===== config.mk =====
export PLATFORM = sky130hd
export DESIGN_NAME = thread_lsu_flat
export DESIGN_NICKNAME = d
export VERILOG_FILES = /design/src/rtl/thread_lsu_if.sv /design/src/rtl/thread_lsu.sv /design/src/flat_wrapper.sv
export SDC_FILE = /design/constraint.sdc
export NUM_CORES = 1
export LEC_CHECK = 0
export CORE_MARGIN = 10
export CORE_UTILIZATION = 47
export DETAILED_ROUTE_END_ITERATION = 8
export GPL_TIMING_DRIVEN = 0
export MAX_ROUTING_LAYER = met4
export PLACE_DENSITY = 0.86
export SLEW_MARGIN = 40
export SYNTH_ARGS = -nofsm -noshare
export SYNTH_HDL_FRONTEND = slang
export SYNTH_SLANG_ARGS = --single-unit

===== constraint.sdc =====
create_clock -name clk -period 2.4 [get_ports clk]
set_input_delay 0.24 -clock clk [delete_from_list [all_inputs] [get_ports clk]]
set_output_delay 0.24 -clock clk [all_outputs]
set_load 0.01 [all_outputs]

===== src/rtl/thread_lsu_if.sv =====
// Memory-side valid/ready port of the per-thread load/store unit.
// The master drives the requests and the slave (memory controller) answers them.
interface thread_lsu_if #(
    parameter int unsigned ADDR_BITS = 8,
    parameter int unsigned DATA_BITS = 8
);
    logic                 mem_read_valid;
    logic [ADDR_BITS-1:0] mem_read_address;
    logic                 mem_read_ready;
    logic [DATA_BITS-1:0] mem_read_data;
    logic                 mem_write_valid;
    logic [ADDR_BITS-1:0] mem_write_address;
    logic [DATA_BITS-1:0] mem_write_data;
    logic                 mem_write_ready;

    modport master (
        output mem_read_valid, mem_read_address,
        input  mem_read_ready, mem_read_data,
        output mem_write_valid, mem_write_address, mem_write_data,
        input  mem_write_ready
    );

    modport slave (
        input  mem_read_valid, mem_read_address,
        output mem_read_ready, mem_read_data,
        input  mem_write_valid, mem_write_address, mem_write_data,
        output mem_write_ready
    );
endinterface


===== src/rtl/thread_lsu.sv =====
// Per-thread load/store unit. It issues one memory access per REQUEST phase, holds
// the result until UPDATE, and aborts an access that waits too long.
module thread_lsu #(
    parameter int unsigned ADDR_BITS      = 8,
    parameter int unsigned DATA_BITS      = 8,
    parameter int unsigned TIMEOUT_CYCLES = 256
) (
    input  logic                 clk,
    input  logic                 reset,
    input  logic                 enable,
    input  logic [3:0]           core_state,
    input  logic                 decoded_mem_read_enable,
    input  logic                 decoded_mem_write_enable,
    input  logic [DATA_BITS-1:0] rs,
    input  logic [DATA_BITS-1:0] rt,
    thread_lsu_if.master         mem,
    output logic [1:0]           lsu_state,
    output logic [DATA_BITS-1:0] lsu_out,
    output logic                 lsu_error
);
    typedef enum logic [1:0] {
        IDLE       = 2'b00,
        REQUESTING = 2'b01,
        WAITING    = 2'b10,
        DONE       = 2'b11
    } state_e;

    localparam logic [3:0]  CORE_REQUEST = 4'b0100;
    localparam logic [3:0]  CORE_UPDATE  = 4'b0111;
    localparam bit          TIMEOUT_EN   = (TIMEOUT_CYCLES != 0);
    localparam logic [15:0] TIMEOUT_LAST = 16'(TIMEOUT_CYCLES - 1);

    state_e               state_q, state_d;
    logic                 is_read_q, is_read_d;
    logic [15:0]          count_q, count_d;
    logic                 rd_valid_q, rd_valid_d;
    logic [ADDR_BITS-1:0] rd_addr_q, rd_addr_d;
    logic                 wr_valid_q, wr_valid_d;
    logic [ADDR_BITS-1:0] wr_addr_q, wr_addr_d;
    logic [DATA_BITS-1:0] wr_data_q, wr_data_d;
    logic [DATA_BITS-1:0] lsu_out_q, lsu_out_d;
    logic                 lsu_error_q, lsu_error_d;
    logic                 active_ready;

    always_comb begin
        state_d      = state_q;
        is_read_d    = is_read_q;
        count_d      = count_q;
        rd_valid_d   = rd_valid_q;
        rd_addr_d    = rd_addr_q;
        wr_valid_d   = wr_valid_q;
        wr_addr_d    = wr_addr_q;
        wr_data_d    = wr_data_q;
        lsu_out_d    = lsu_out_q;
        lsu_error_d  = lsu_error_q;
        active_ready = is_read_q ? mem.mem_read_ready : mem.mem_write_ready;

        if (enable) begin
            case (state_q)
                IDLE: begin
                    if (core_state == CORE_REQUEST &&
                        (decoded_mem_read_enable || decoded_mem_write_enable)) begin
                        state_d     = REQUESTING;
                        // Read wins when both are decoded; the choice is latched here.
                        is_read_d   = decoded_mem_read_enable;
                        lsu_error_d = 1'b0;
                    end
                end
                REQUESTING: begin
                    count_d = '0;
                    state_d = WAITING;
                    if (is_read_q) begin
                        rd_valid_d = 1'b1;
                        rd_addr_d  = rs[ADDR_BITS-1:0];
                    end else begin
                        wr_valid_d = 1'b1;
                        wr_addr_d  = rs[ADDR_BITS-1:0];
                        wr_data_d  = rt;
                    end
                end
                WAITING: begin
                    if (active_ready) begin
                        rd_valid_d = 1'b0;
                        wr_valid_d = 1'b0;
                        if (is_read_q) lsu_out_d = mem.mem_read_data;
                        state_d = DONE;
                    end else if (TIMEOUT_EN && count_q == TIMEOUT_LAST) begin
                        rd_valid_d  = 1'b0;
                        wr_valid_d  = 1'b0;
                        lsu_error_d = 1'b1;
                        if (is_read_q) lsu_out_d = '0;
                        state_d = DONE;
                    end else if (count_q != '1) begin
                        count_d = count_q + 16'd1;
                    end
                end
                DONE: begin
                    if (core_state == CORE_UPDATE) state_d = IDLE;
                end
                default: state_d = IDLE;
            endcase
        end
    end

    always_ff @(posedge clk) begin
        if (reset) begin
            state_q     <= IDLE;
            is_read_q   <= 1'b0;
            count_q     <= '0;
            rd_valid_q  <= 1'b0;
            rd_addr_q   <= '0;
            wr_valid_q  <= 1'b0;
            wr_addr_q   <= '0;
            wr_data_q   <= '0;
            lsu_out_q   <= '0;
            lsu_error_q <= 1'b0;
        end else begin
            state_q     <= state_d;
            is_read_q   <= is_read_d;
            count_q     <= count_d;
            rd_valid_q  <= rd_valid_d;
            rd_addr_q   <= rd_addr_d;
            wr_valid_q  <= wr_valid_d;
            wr_addr_q   <= wr_addr_d;
            wr_data_q   <= wr_data_d;
            lsu_out_q   <= lsu_out_d;
            lsu_error_q <= lsu_error_d;
        end
    end

    assign mem.mem_read_valid    = rd_valid_q;
    assign mem.mem_read_address  = rd_addr_q;
    assign mem.mem_write_valid   = wr_valid_q;
    assign mem.mem_write_address = wr_addr_q;
    assign mem.mem_write_data    = wr_data_q;
    assign lsu_state             = state_q;
    assign lsu_out               = lsu_out_q;
    assign lsu_error             = lsu_error_q;
endmodule


===== src/flat_wrapper.sv =====
// flat-port wrapper written by rule: the top's interface ports become plain ports
module thread_lsu_flat 
#(
    parameter int unsigned ADDR_BITS      = 8,
    parameter int unsigned DATA_BITS      = 8,
    parameter int unsigned TIMEOUT_CYCLES = 256
)
  (clk, reset, enable, core_state, decoded_mem_read_enable, decoded_mem_write_enable, rs, rt, lsu_state, lsu_out, lsu_error, mem_mem_read_valid, mem_mem_read_address, mem_mem_read_ready, mem_mem_read_data, mem_mem_write_valid, mem_mem_write_address, mem_mem_write_data, mem_mem_write_ready);
  thread_lsu_if #(.ADDR_BITS(ADDR_BITS), .DATA_BITS(DATA_BITS)) mem_i ();
  input  logic clk;
  input  logic reset;
  input  logic enable;
  input  logic [3:0] core_state;
  input  logic decoded_mem_read_enable;
  input  logic decoded_mem_write_enable;
  input  logic [DATA_BITS-1:0] rs;
  input  logic [DATA_BITS-1:0] rt;
  output logic [1:0] lsu_state;
  output logic [DATA_BITS-1:0] lsu_out;
  output logic lsu_error;
  output wire logic [$bits(mem_i.mem_read_valid)-1:0] mem_mem_read_valid;
  output wire logic [$bits(mem_i.mem_read_address)-1:0] mem_mem_read_address;
  input wire logic [$bits(mem_i.mem_read_ready)-1:0] mem_mem_read_ready;
  input wire logic [$bits(mem_i.mem_read_data)-1:0] mem_mem_read_data;
  output wire logic [$bits(mem_i.mem_write_valid)-1:0] mem_mem_write_valid;
  output wire logic [$bits(mem_i.mem_write_address)-1:0] mem_mem_write_address;
  output wire logic [$bits(mem_i.mem_write_data)-1:0] mem_mem_write_data;
  input wire logic [$bits(mem_i.mem_write_ready)-1:0] mem_mem_write_ready;
  assign mem_mem_read_valid = mem_i.mem_read_valid;
  assign mem_mem_read_address = mem_i.mem_read_address;
  assign mem_i.mem_read_ready = mem_mem_read_ready;
  assign mem_i.mem_read_data = mem_mem_read_data;
  assign mem_mem_write_valid = mem_i.mem_write_valid;
  assign mem_mem_write_address = mem_i.mem_write_address;
  assign mem_mem_write_data = mem_i.mem_write_data;
  assign mem_i.mem_write_ready = mem_mem_write_ready;
  thread_lsu #(.ADDR_BITS(ADDR_BITS), .DATA_BITS(DATA_BITS), .TIMEOUT_CYCLES(TIMEOUT_CYCLES)) u_core (.clk(clk), .reset(reset), .enable(enable), .core_state(core_state), .decoded_mem_read_enable(decoded_mem_read_enable), .decoded_mem_write_enable(decoded_mem_write_enable), .rs(rs), .rt(rt), .mem(mem_i), .lsu_state(lsu_state), .lsu_out(lsu_out), .lsu_error(lsu_error));
endmodule

After elaboration in Yosys (flattened, before gate mapping)
Cells that the tools add are included.
Operators by class
  equal/unequal tests: 16
  reduce and logical (&&, ||, !) cells: 15
  mux-type cells: 24
  add/subtract/negate cells: 1
  bitwise logic cells: 1
Operators by type and width (count)
  16-bit two-way mux: 3
  8-bit two-way mux: 4
  16-bit case mux with 2 select lines: 1
  16-bit by 1-bit adder with 16-bit output (second input constant): 1
  16-bit by 8-bit equality test with 1-bit output (second input constant): 1
  16-bit inequality test (second input constant): 1
  4-bit AND reduction: 4
  2-bit by 1-bit inequality test with 1-bit output (second input constant): 5
  5-bit AND reduction: 2
  3-bit AND reduction: 3
  4-bit by 3-bit equality test with 1-bit output (second input constant): 2
  1-bit two-way mux: 8
  2-bit two-way mux: 4
  2-bit case mux with 4 select lines: 1
  2-bit inequality test (second input constant): 3
  1-bit case mux with 2 select lines: 3
  2-bit nonzero test: 3
  2-bit equality test (second input constant): 2
  3-bit by 1-bit inequality test with 1-bit output (second input constant): 1
  2-bit by 1-bit equality test with 1-bit output (second input constant): 1
  2-bit zero test: 1
  1-bit logical AND: 1
  1-bit logical OR: 1
  1-bit inverter: 1
Storage, ports and cells
  word-level logic and storage cells: 67
  flip-flop bits (word level): 54
  input bits: 35
  output and inout bits: 37

Longest topological paths before layout
Gate-level depths: netlist (run 1).
  word-level depth: 5
  mapped depth: 9
  gate-level depth less buffers: 7

Worst setup path before layout (run 1)
No wires, ideal clock.
  path type: register -> register
  start: register u_core.is_read_q
  end: register u_core.count_q[12]
  path buffers: 2
  setup time: 114 ps
  clock period less this slack: 2143 ps
  cell stages (with the launch flop): 8
  data required time: 2286 ps
  arrival time: 2029 ps
  slack: 257 ps
  cells stage by stage: dfxtp_1 -> buf_6 -> mux2_4 -> or2_1 -> buf_6 -> or4b_2 -> mux2i_1 -> a21o_1
Between the ends
  word-level cells in the longest chain between the ends: 3
RTL lines
  start, declared: line thread_lsu.sv:34  | logic is_read_q, is_read_d;
  start signal, assigned: line thread_lsu.sv:119  | is_read_q <= is_read_d;
  1-bit two-way mux: line thread_lsu.sv:56  | active_ready = is_read_q ? mem.mem_read_ready : mem.mem_write_ready;
  2-bit inequality test (no source line)
  5-bit AND reduction (no source line)
  end signal, assigned: line thread_lsu.sv:120  | count_q <= count_d;
  end, declared: line thread_lsu.sv:35  | logic [15:0] count_q, count_d;
No other way between the ends.
A chain may end at the register's enable or synchronous reset.

Worst setup path in the final report (run 1)
  start: register u_core.count_q[0]
  end: register u_core.count_q[12]
Between the ends
  word-level cells in the longest chain between the ends: 5
  elaborated cells between the ends (all ways): 10
  those cells by class: add/sub (1); eq/ne (4); mux (4); reduce/logical (1)
RTL lines
  16-bit by 1-bit adder with 16-bit output: line thread_lsu.sv:94  | count_d = count_q + 16'd1;
  16-bit two-way mux: line thread_lsu.sv:93  | end else if (count_q != '1) begin
  16-bit two-way mux: line thread_lsu.sv:87  | end else if (TIMEOUT_EN && count_q == TIMEOUT_LAST) begin
  16-bit two-way mux: line thread_lsu.sv:82  | if (active_ready) begin
  16-bit case mux with 2 select lines: line thread_lsu.sv:59  | case (state_q)
Parallel ways exist; a longest one is shown, timed or not. The select of a mux whose other input is x is not followed.

==> metrics, run 1 <==
status finished, final reports clean; total number of yosys warnings 0; first-pass GRT wire length 12,100 µm; crit path max fanout 6; WS Path Type reg -> reg; synth top area cells dfxtp_1 (43%), nand2_1 (7.0%), a21oi_1 (4.9%), nor2_1 (4.6%), mux2i_1 (4.4%); r2r setup slk 0.07 ns; delay-heaviest family, CP simple AND/OR/NAND/NOR gates; Chip Height 93.4 µm; antenna viol nets, final 0; share of the synthesized area in the top cell type 0.427; most numerous cell in the Yosys netlist dfxtp_1; met3 GRT Util 0.0520; final WL 7680 µm; critical path required time 2.62 ns; Placement Cell Area 3310 µm²; Die ar. 8720 µm²; CTS tree built; H-Tree Depth 2; syn nets 335; insertion delay to the later sink of the worst-skew pair 0.32 ns; worst slew pin tran 0.571 ns; vias per std cell 5.82; DRT iter0 DRCs 198; final instance count without filler cells 447; sw power 396 µW; total CTS buffers 5; Initial Utilization 0.489; Max Transition Viols Final 0; hold crit path type in -> reg; fin crit share 0.970; initial antenna violation count 0; Reg2Reg Launch Point u_core.count_q[0]; switching share of power 0.244; main flop type after synthesis dfxtp_1; layout cells sized above 1 0.0928; FF-to-FF path depth 7; number of synthesized flops with an enable pin 0; hold_sp enable; Final nets 417; total chip power 1620 µW; total number of vias 2,602; max_cap viols 0; core region area 5170 µm²; io pins 72; # rows 26; post-DP HPWL 5430 µm; CTS clk-pin slew, worst paths 0.10 ns; leakage 0.00127 µW; # diodes 0; cells after synthesis 294; Cell variety after synth 52; Seq pwr share 0.562; min cycle time layout 2.33 ns; CTS Sinks 54; total global-route track usage 0.175; IO Port Bufs 69; Cells after DPL 433; reg-to-reg endpoint u_core.count_q[12]; routing usage on met2 0.284; largest net degree at the start of global routing 18; CP bufs+invs 1; Area Growth Syn to Fin 39.0%; DR DRC count 0; Final GP Congestion 0.930; Slowest-stage cell, CP or4b_2; gr busiest metal met2; post-layout util 0.680; Commonest cells post-synth dfxtp_1 (54), nand2_1 (47), nor2_1 (31); Combinational Power Share 0.090; #FFs+latches synth 54; routed wire length per instance 17.2 µm; Final Instance Area 3520 µm²; GR Overflow Total 0; clock root buffer clkbuf_8; Worst Skew 0.00557 ns; clock tree buffer depth 2; register area share after synthesis 0.427; cell area power density 460 nW/µm²; Worst path max stage delay 0.65 ns; Crit. End Element register; First-pass DRT Iterations 4; Max transition margin 0.619; Die W 93.4 µm; CP startpoint kind register; Mapped Avg Cell Area 8.61 µm²; worst-path cell chain ha_2 -> nand4_1 -> buf_4 -> nor4_1 -> or4b_2 -> mux2i_1 -> a21o_1; fraction of power consumed by the clock network 0.348; Mapped Area 2530 µm²; WP data arrival 2.55 ns; Post-synth ARST share 0; Yosys top cell by area dfxtp_1; vias in the first global route 2,495; Fin. Hold Viols 0; Int Power 1220 µW; Hold Path Stages 3; met1 GRT Util 0.196; worst hold margin 0.394 ns; Hold EP u_core.mem.mem_write_valid; Max IR drop VDD 307 µV; Final setup viols 0; fmax 430 MHz
[cells by family (layout without fill, tap and decap cells)]
group | count (synthesis) | after routing | synth area share
adder cells (fa/ha/maj) | 6 | 6 | 0.0297
buffers and inverters | 24 | 107 | 0.0430
flip-flops | 54 | 54 | 0.427
AO/OA/AOI/OAI | 68 | 68 | 0.186
AND/OR/NAND/NOR | 130 | 130 | 0.264
multiplexers | 12 | 12 | 0.0495
[final cells by class]
type                            count  area (µm²)
Fill cell                         370        1660
Multi-Input combinational cell    216        1400
Sequential cell                    54        1080
Timing Repair Buffer               75         736
Buffer                             18        88.8
Tap cell                           70        87.6
Clock buffer                        6        82.6
Inverter                            6        22.5
Clock inverter                      2        16.3
[tightest hold or removal path, cell delays in order]
cell and delay [ns]:
clkbuf_1 0.21, nand4_1 0.16, a21oi_1 0.06
[power groups by stage]
stage	combinational (µW)	sequential [µW]	clock, µW
final	146	909	563
after global placement	140	929	0
after floorplan	49.7	933	0
after global routing	158	910	605
after CTS	143	909	570
after detailed placement	142	930	0
[per-layer routing]
layer / wire length [µm] / vias to the layer above / part of all wire
li1: - / 1237 / -
met5: 0 / - / 0
met1: 3080 / 1235 / 0.40
met4: 244 / 0 / 0.032
met3: 468 / 25 / 0.061
met2: 3880 / 105 / 0.51
[repair_timing]
item | CTS | global route
pin swaps | 2 | 1
setup endpoints to repair | 18 | 18
gates resized for setup | 4 | 8
hold buffers | 0 | 0
setup buffers | 1 | 5
[per-stage QoR]
stage / setup slack (ns) / setup TNS, ns
after global routing: -0.0299 / -0.0381
final: 0.0721 / 0
after CTS: 0.0744 / 0
after detailed placement: -0.177 / -1.22
after global placement: -0.0900 / -0.348
after floorplan: 0.257 / 0
[flip-flops by register name, indices dropped and copies added (netlist names)]
signal,flops
u_core.count_q,16
u_core.lsu_out,8
u_core.mem.mem_read_address,8
u_core.mem.mem_write_address,8
u_core.mem.mem_write_data,8
u_core.lsu_state,2
u_core.is_read_q,1
u_core.lsu_error,1
u_core.mem.mem_read_valid,1
u_core.mem.mem_write_valid,1
[cells in the final DEF (no fill, tap or decap), drive strengths merged, types with 6 or more instances in the layout]
cell type,count
a21oi,25
a22oi,8
buf,13
clkbuf,17
clkdlybuf4s50,69
dfxtp,54
ha,6
inv,7
mux2i,11
nand2,47
nand3,9
nor2,31
[how the worst max path moves through the flow]
stage                             startpoint             endpoint  slack (ns)  cells after the start
after floorplan             u_core.is_read_q   u_core.count_q[12]        0.26                      7
after global placement    mem_mem_read_ready    u_core.count_q[7]       -0.09                      7
after detailed placement   u_core.count_q[0]    u_core.count_q[4]       -0.18                      7
after CTS                  u_core.count_q[0]    u_core.count_q[0]        0.07                      8
after global routing       u_core.count_q[0]  u_core.lsu_state[1]       -0.03                      9
final                      u_core.count_q[0]   u_core.count_q[12]        0.07                      7
(Power assumes the default switching activity.)
==> run 2: changes to the inputs <==
Settings changed: CORE_UTILIZATION 47 to 62, DONT_BUFFER_PORTS from default to 1, PLACE_DENSITY 0.86 to 0.85.
==> run 2 against run 1 <==
  * Via count decreased by 11%
  * Combinational power decreased by 54%
  * Critical endpoint is now u_core.count_q[15]
  * Critical path type unchanged
  * Die area is 19% lower
  * Register-to-register slack gained 0.02 ns
  * Core utilization up 1.8 points
  * Largest power group unchanged
  * Sequential power increased by 0.7%
  * First-iteration DRC count increased by 1.0%
  * Sequential cell count stayed put
  * Final area is 21% lower
==> metrics, run 2 (synthesis gave the netlist of run 1 again) <==
total CTS buffers 5; FF-to-FF path depth 7; reg-to-reg endpoint u_core.count_q[15]; vias in the first global route 2,294; Setup WS post-layout 0.0922 ns; highest routed layer met4; r2r setup slk 0.09 ns; post-DP HPWL 4840 µm; post-layout util 0.698; layout cells sized above 1 0.112; initial antenna violation count 0; First-pass DRT Iterations 4; Area Growth Syn to Fin 9.55%; leakage 0.00101 µW; Max IR drop VDD 484 µV; critical path required time 2.62 ns; core region area 3970 µm²; Worst Skew 0.00538 ns; Max Transition Viols Final 0; WP data arrival 2.53 ns; final WL 6800 µm; fmax 433 MHz; hold crit path type in -> reg; CTS tree built; routed wire length per instance 19.2 µm; final setup TNS 0 ns; Reg2Reg Launch Point u_core.is_read_q; CP startpoint kind register; antenna viol nets, final 0; Fin. Hold Viols 0; total global-route track usage 0.185; Max transition margin 0.579; cell area power density 570 nW/µm²; Met2 Wirelength 3620 µm; vias per std cell 6.51; Die ar. 7040 µm²; Post-CTS Hold Buffers 0; CTS clk-pin slew, worst paths 0.09 ns; fin crit share 0.962; Final nets 345; commonest non-fill, non-tap cell in the layout dfxtp_1; Initial Utilization 0.637; WS Path Type reg -> reg; max_cap viols 0; Crit. End Element register; Hold EP u_core.mem.mem_write_data[1]; clock tree buffer depth 2; most frequent cells in the layout dfxtp_1 (50), nand2_1 (47), nor2_1 (30), a21oi_1 (25); final instance count without filler cells 354; GR Overflow Total 0; total number of vias 2,305; Die W 83.9 µm; hold_sp rt[1]; total length of routed met3 wires 509 µm; first-pass GRT wire length 10,800 µm; WL met1 2560 µm; Final GP Congestion 0.926; IO Port Bufs 0; Most flops, register u_core.count_q; pre-CTS setup slack -0.0878 ns; insertion delay to the later sink of the worst-skew pair 0.31 ns; largest net degree at the start of global routing 17; CTS Sinks 54; Chip Height 83.9 µm; DR DRC count 0; Final setup viols 0; max reg flops 16; clock root buffer clkbuf_8; # diodes 0; H-Tree Depth 2; # rows 23; DRT iter0 DRCs 200; io pins 72; Hold Path Stages 2; min cycle time layout 2.31 ns; status finished, final reports clean; Cells after DPL 344; worst slew pin tran 0.630 ns; crit path max fanout 9
==> run 2: report_power, final <==
part / switching (µW) / internal (µW)
Combinational: 45.2 / 22.2
Clock: 289 / 307
Sequential: 10.8 / 904
Total: 345 / 1230
==> run 2: worst max-delay path by stage <==
| stage | from | to | slack (ns) | cells past startpoint |
|---|---|---|---|---|
| floorplan | u_core.is_read_q | u_core.count_q[12] | 0.26 | 7 |
| global placement | u_core.count_q[0] | u_core.count_q[3] | -0.05 | 7 |
| detailed placement | u_core.count_q[0] | u_core.count_q[0] | -0.09 | 6 |
| CTS | u_core.lsu_state[0] | u_core.count_q[7] | -0.008 | 8 |
| global route | u_core.is_read_q | u_core.count_q[11] | -0.02 | 7 |
| finish | u_core.is_read_q | u_core.count_q[15] | 0.09 | 7 |
==> run 2: routing by layer <==
layer  global-route usage  vias to the layer above
met1                0.193                     1099
met2                0.320                       99
met4               0.0654                        0
met5                    -                        -
li1                     -                     1090
met3               0.0566                       17
==> run 2: cell type report <==
cell class                      instances  area [µm²]
Clock inverter                          2        38.8
Tap cell                               50        62.6
Inverter                                6        22.5
Fill cell                             309        1200
Clock buffer                            5        68.8
Multi-Input combinational cell        216        1380
Sequential cell                        54        1090
Buffer                                 18        88.8
Timing Repair Buffer                    3        22.5
==> run 2: through the flow <==
step | cell area, µm² | hold WS, ns | total power, µW
after global placement | 2590 | 0.377 | 998
after CTS | 2720 | 0.0528 | 1580
after detailed placement | 2590 | 0.382 | 1000
after floorplan | 2530 | 0.376 | 983
final | 2770 | 0.0573 | 1580
after global routing | 2770 | 0.0466 | 1620
==> run 2: timing repair <==
item	CTS	global route
setup buffers	0	3
setup endpoints to repair	11	21
gates resized for setup	4	8
pin swaps	1	2
==> run 2: worst max-delay path, stage by stage (launching register included) <==
cell and delay (ns):
dfxtp_1 0.34, buf_6 0.13, mux2_4 0.32, or2_1 0.24, buf_6 0.14, or3_4 0.41, o41a_1 0.40, a311oi_1 0.25
==> run 3: changes to the inputs <==
Settings changed: CORE_ASPECT_RATIO from default to 0.7.
==> run 3 against run 2 <==
  * Register-to-register slack hardly changed
  * Critical path depth stayed put
  * Non-clock buffer count is 2 higher
  * Clock power is 9.2% lower
  * Clock-buffer cell count stayed put
  * Global-route usage is 0.17 points higher
  * Cell count is 1.4% higher
  * Routed wire length is 1.3% lower
  * Clock skew is 0.0041 ns higher
  * Via count is 0.91% higher
  * Worst hold slack worse by 0.010 ns
==> metrics, run 3 (synthesis gave the netlist of run 1 again) <==
status finished, final reports clean; filler cell count 296; Combinational Power Share 0.045; Final Instance Area 2830 µm²; antenna viol nets, final 0; initial antenna violation count 0; Fin. Hold Viols 0; # diodes 0; RSZ-0062 raised after global routing no; fmax 432 MHz; core region area 3920 µm²; total number of vias 2,326; # rows 19; Int Power 1140 µW; Setup WS post-layout 0.0859 ns; GR Overflow Total 0; max_cap viols 0; H-Tree Depth 2; final WL 6710 µm; Max transition margin 0.641; critical path required time 2.62 ns; fin crit share 0.964; min cycle time layout 2.31 ns; commonest non-fill, non-tap cell in the layout dfxtp_1; Crit. End Element register; WS Path Type reg -> reg; vias per std cell 6.48; layout cells sized above 1 0.134; pre-CTS setup slack -0.0715 ns; first-pass GRT wire length 10,400 µm; Final nets 347; Max IR drop VDD 502 µV; Placement Cell Area 2590 µm²; Die ar. 7080 µm²; Final setup viols 0; Area Growth Syn to Fin 11.7%; post-DP HPWL 4800 µm; vias in the first global route 2,104; max reg flops 16; insertion delay to the later sink of the worst-skew pair 0.31 ns; Most flops, register u_core.count_q; Die W 96.4 µm; worst hold margin 0.0472 ns; Setup crit start u_core.is_read_q; Reg2Reg Launch Point u_core.is_read_q; fraction of power consumed by the clock network 0.355; DRT iter0 DRCs 193; total global-route track usage 0.186; clock root buffer clkbuf_8; Worst Skew 0.00950 ns; leakage 0.00102 µW; clock tree buffer depth 2; First-pass DRT Iterations 6; io pins 72; DR DRC count 0; Initial Utilization 0.645; crit path max fanout 9; CTS tree built; routed wire length per instance 18.7 µm; WP data arrival 2.54 ns; total chip power 1520 µW; largest net degree at the start of global routing 20; CTS clk-pin slew, worst paths 0.11 ns; cell area power density 539 nW/µm²; Seq pwr share 0.600; Final GP Congestion 0.886; CTS Sinks 54; hold crit path type in -> reg; total CTS buffers 5; Chip Height 73.4 µm; switching share of power 0.250; Post-CTS Hold Buffers 0; hold_sp rt[3]; worst slew pin tran 0.537 ns; Max Transition Viols Final 0; CP startpoint kind register; sw power 381 µW; IO Port Bufs 0; most frequent cells in the layout dfxtp_1 (50), nand2_1 (47), nor2_1 (30), a21oi_1 (25)
run 3: critical path: stages, from the launching register on:
cell,delay [ns]
dfxtp_1,0.34
buf_6,0.13
mux2_4,0.33
or2_1,0.25
buf_6,0.15
or3_4,0.41
o41a_1,0.40
a311oi_1,0.21
run 3: what timing repair did:
item / 4_1_cts / 5_1_grt
setup buffers: 1 / 4
pin swaps: 1 / 2
endpoints found under the hold margin: 0 / 0
gates resized for setup: 4 / 15
setup endpoints to repair: 17 / 21
run 3: layer usage:
| layer | track usage | vias to the layer above | share of wire |
|---|---|---|---|
| met1 | 0.263 | 1093 | 0.43 |
| met5 | - | - | 0 |
| met4 | 0.0370 | 0 | 0.0067 |
| met2 | 0.258 | 124 | 0.44 |
| met3 | 0.0519 | 7 | 0.12 |
| li1 | - | 1102 | - |
run 3: area by class of cell:
type,instances,area [µm²],area share
well taps,52,65.1,0.0230
clock buffers,5,68.8,0.0243
inverters,6,22.5,0.00797
repair buffers,5,37.5,0.0133
plain buffers,18,88.8,0.0314
multi-input cells,216,1430,0.506
clock inverters,3,28.8,0.0102
flip-flops and latches,54,1090,0.384
run 3: path summary, 6_finish.rpt:
path / endpoint / slack [ns] / cells after the start
min: u_core.mem.mem_write_data[3] / 0.05 / 2
max reg2reg: u_core.count_q[15] / 0.09 / 7
min reg2reg: u_core.mem.mem_write_address[0] / 0.51 / 2
max: u_core.count_q[15] / 0.09 / 7
run 3: stage by stage:
step | util | std cells | setup TNS (ns)
final | 0.721 | 359 | 0
after global routing | 0.721 | 359 | 0
after CTS | 0.695 | 355 | 0
after detailed placement | 0.662 | 346 | -0.422
after global placement | 0.662 | 346 | -0.0421
after floorplan | - | 294 | 0
run 3: power groups by stage:
stage,clock network (µW),registers (µW),logic (µW)
4_1_cts,543,915,65.6
2_1_floorplan,0,933,49.7
6_report,541,915,68.2
3_3_place_gp,0,935,63.3
5_1_grt,578,916,77.3
3_5_place_dp,0,936,65.0
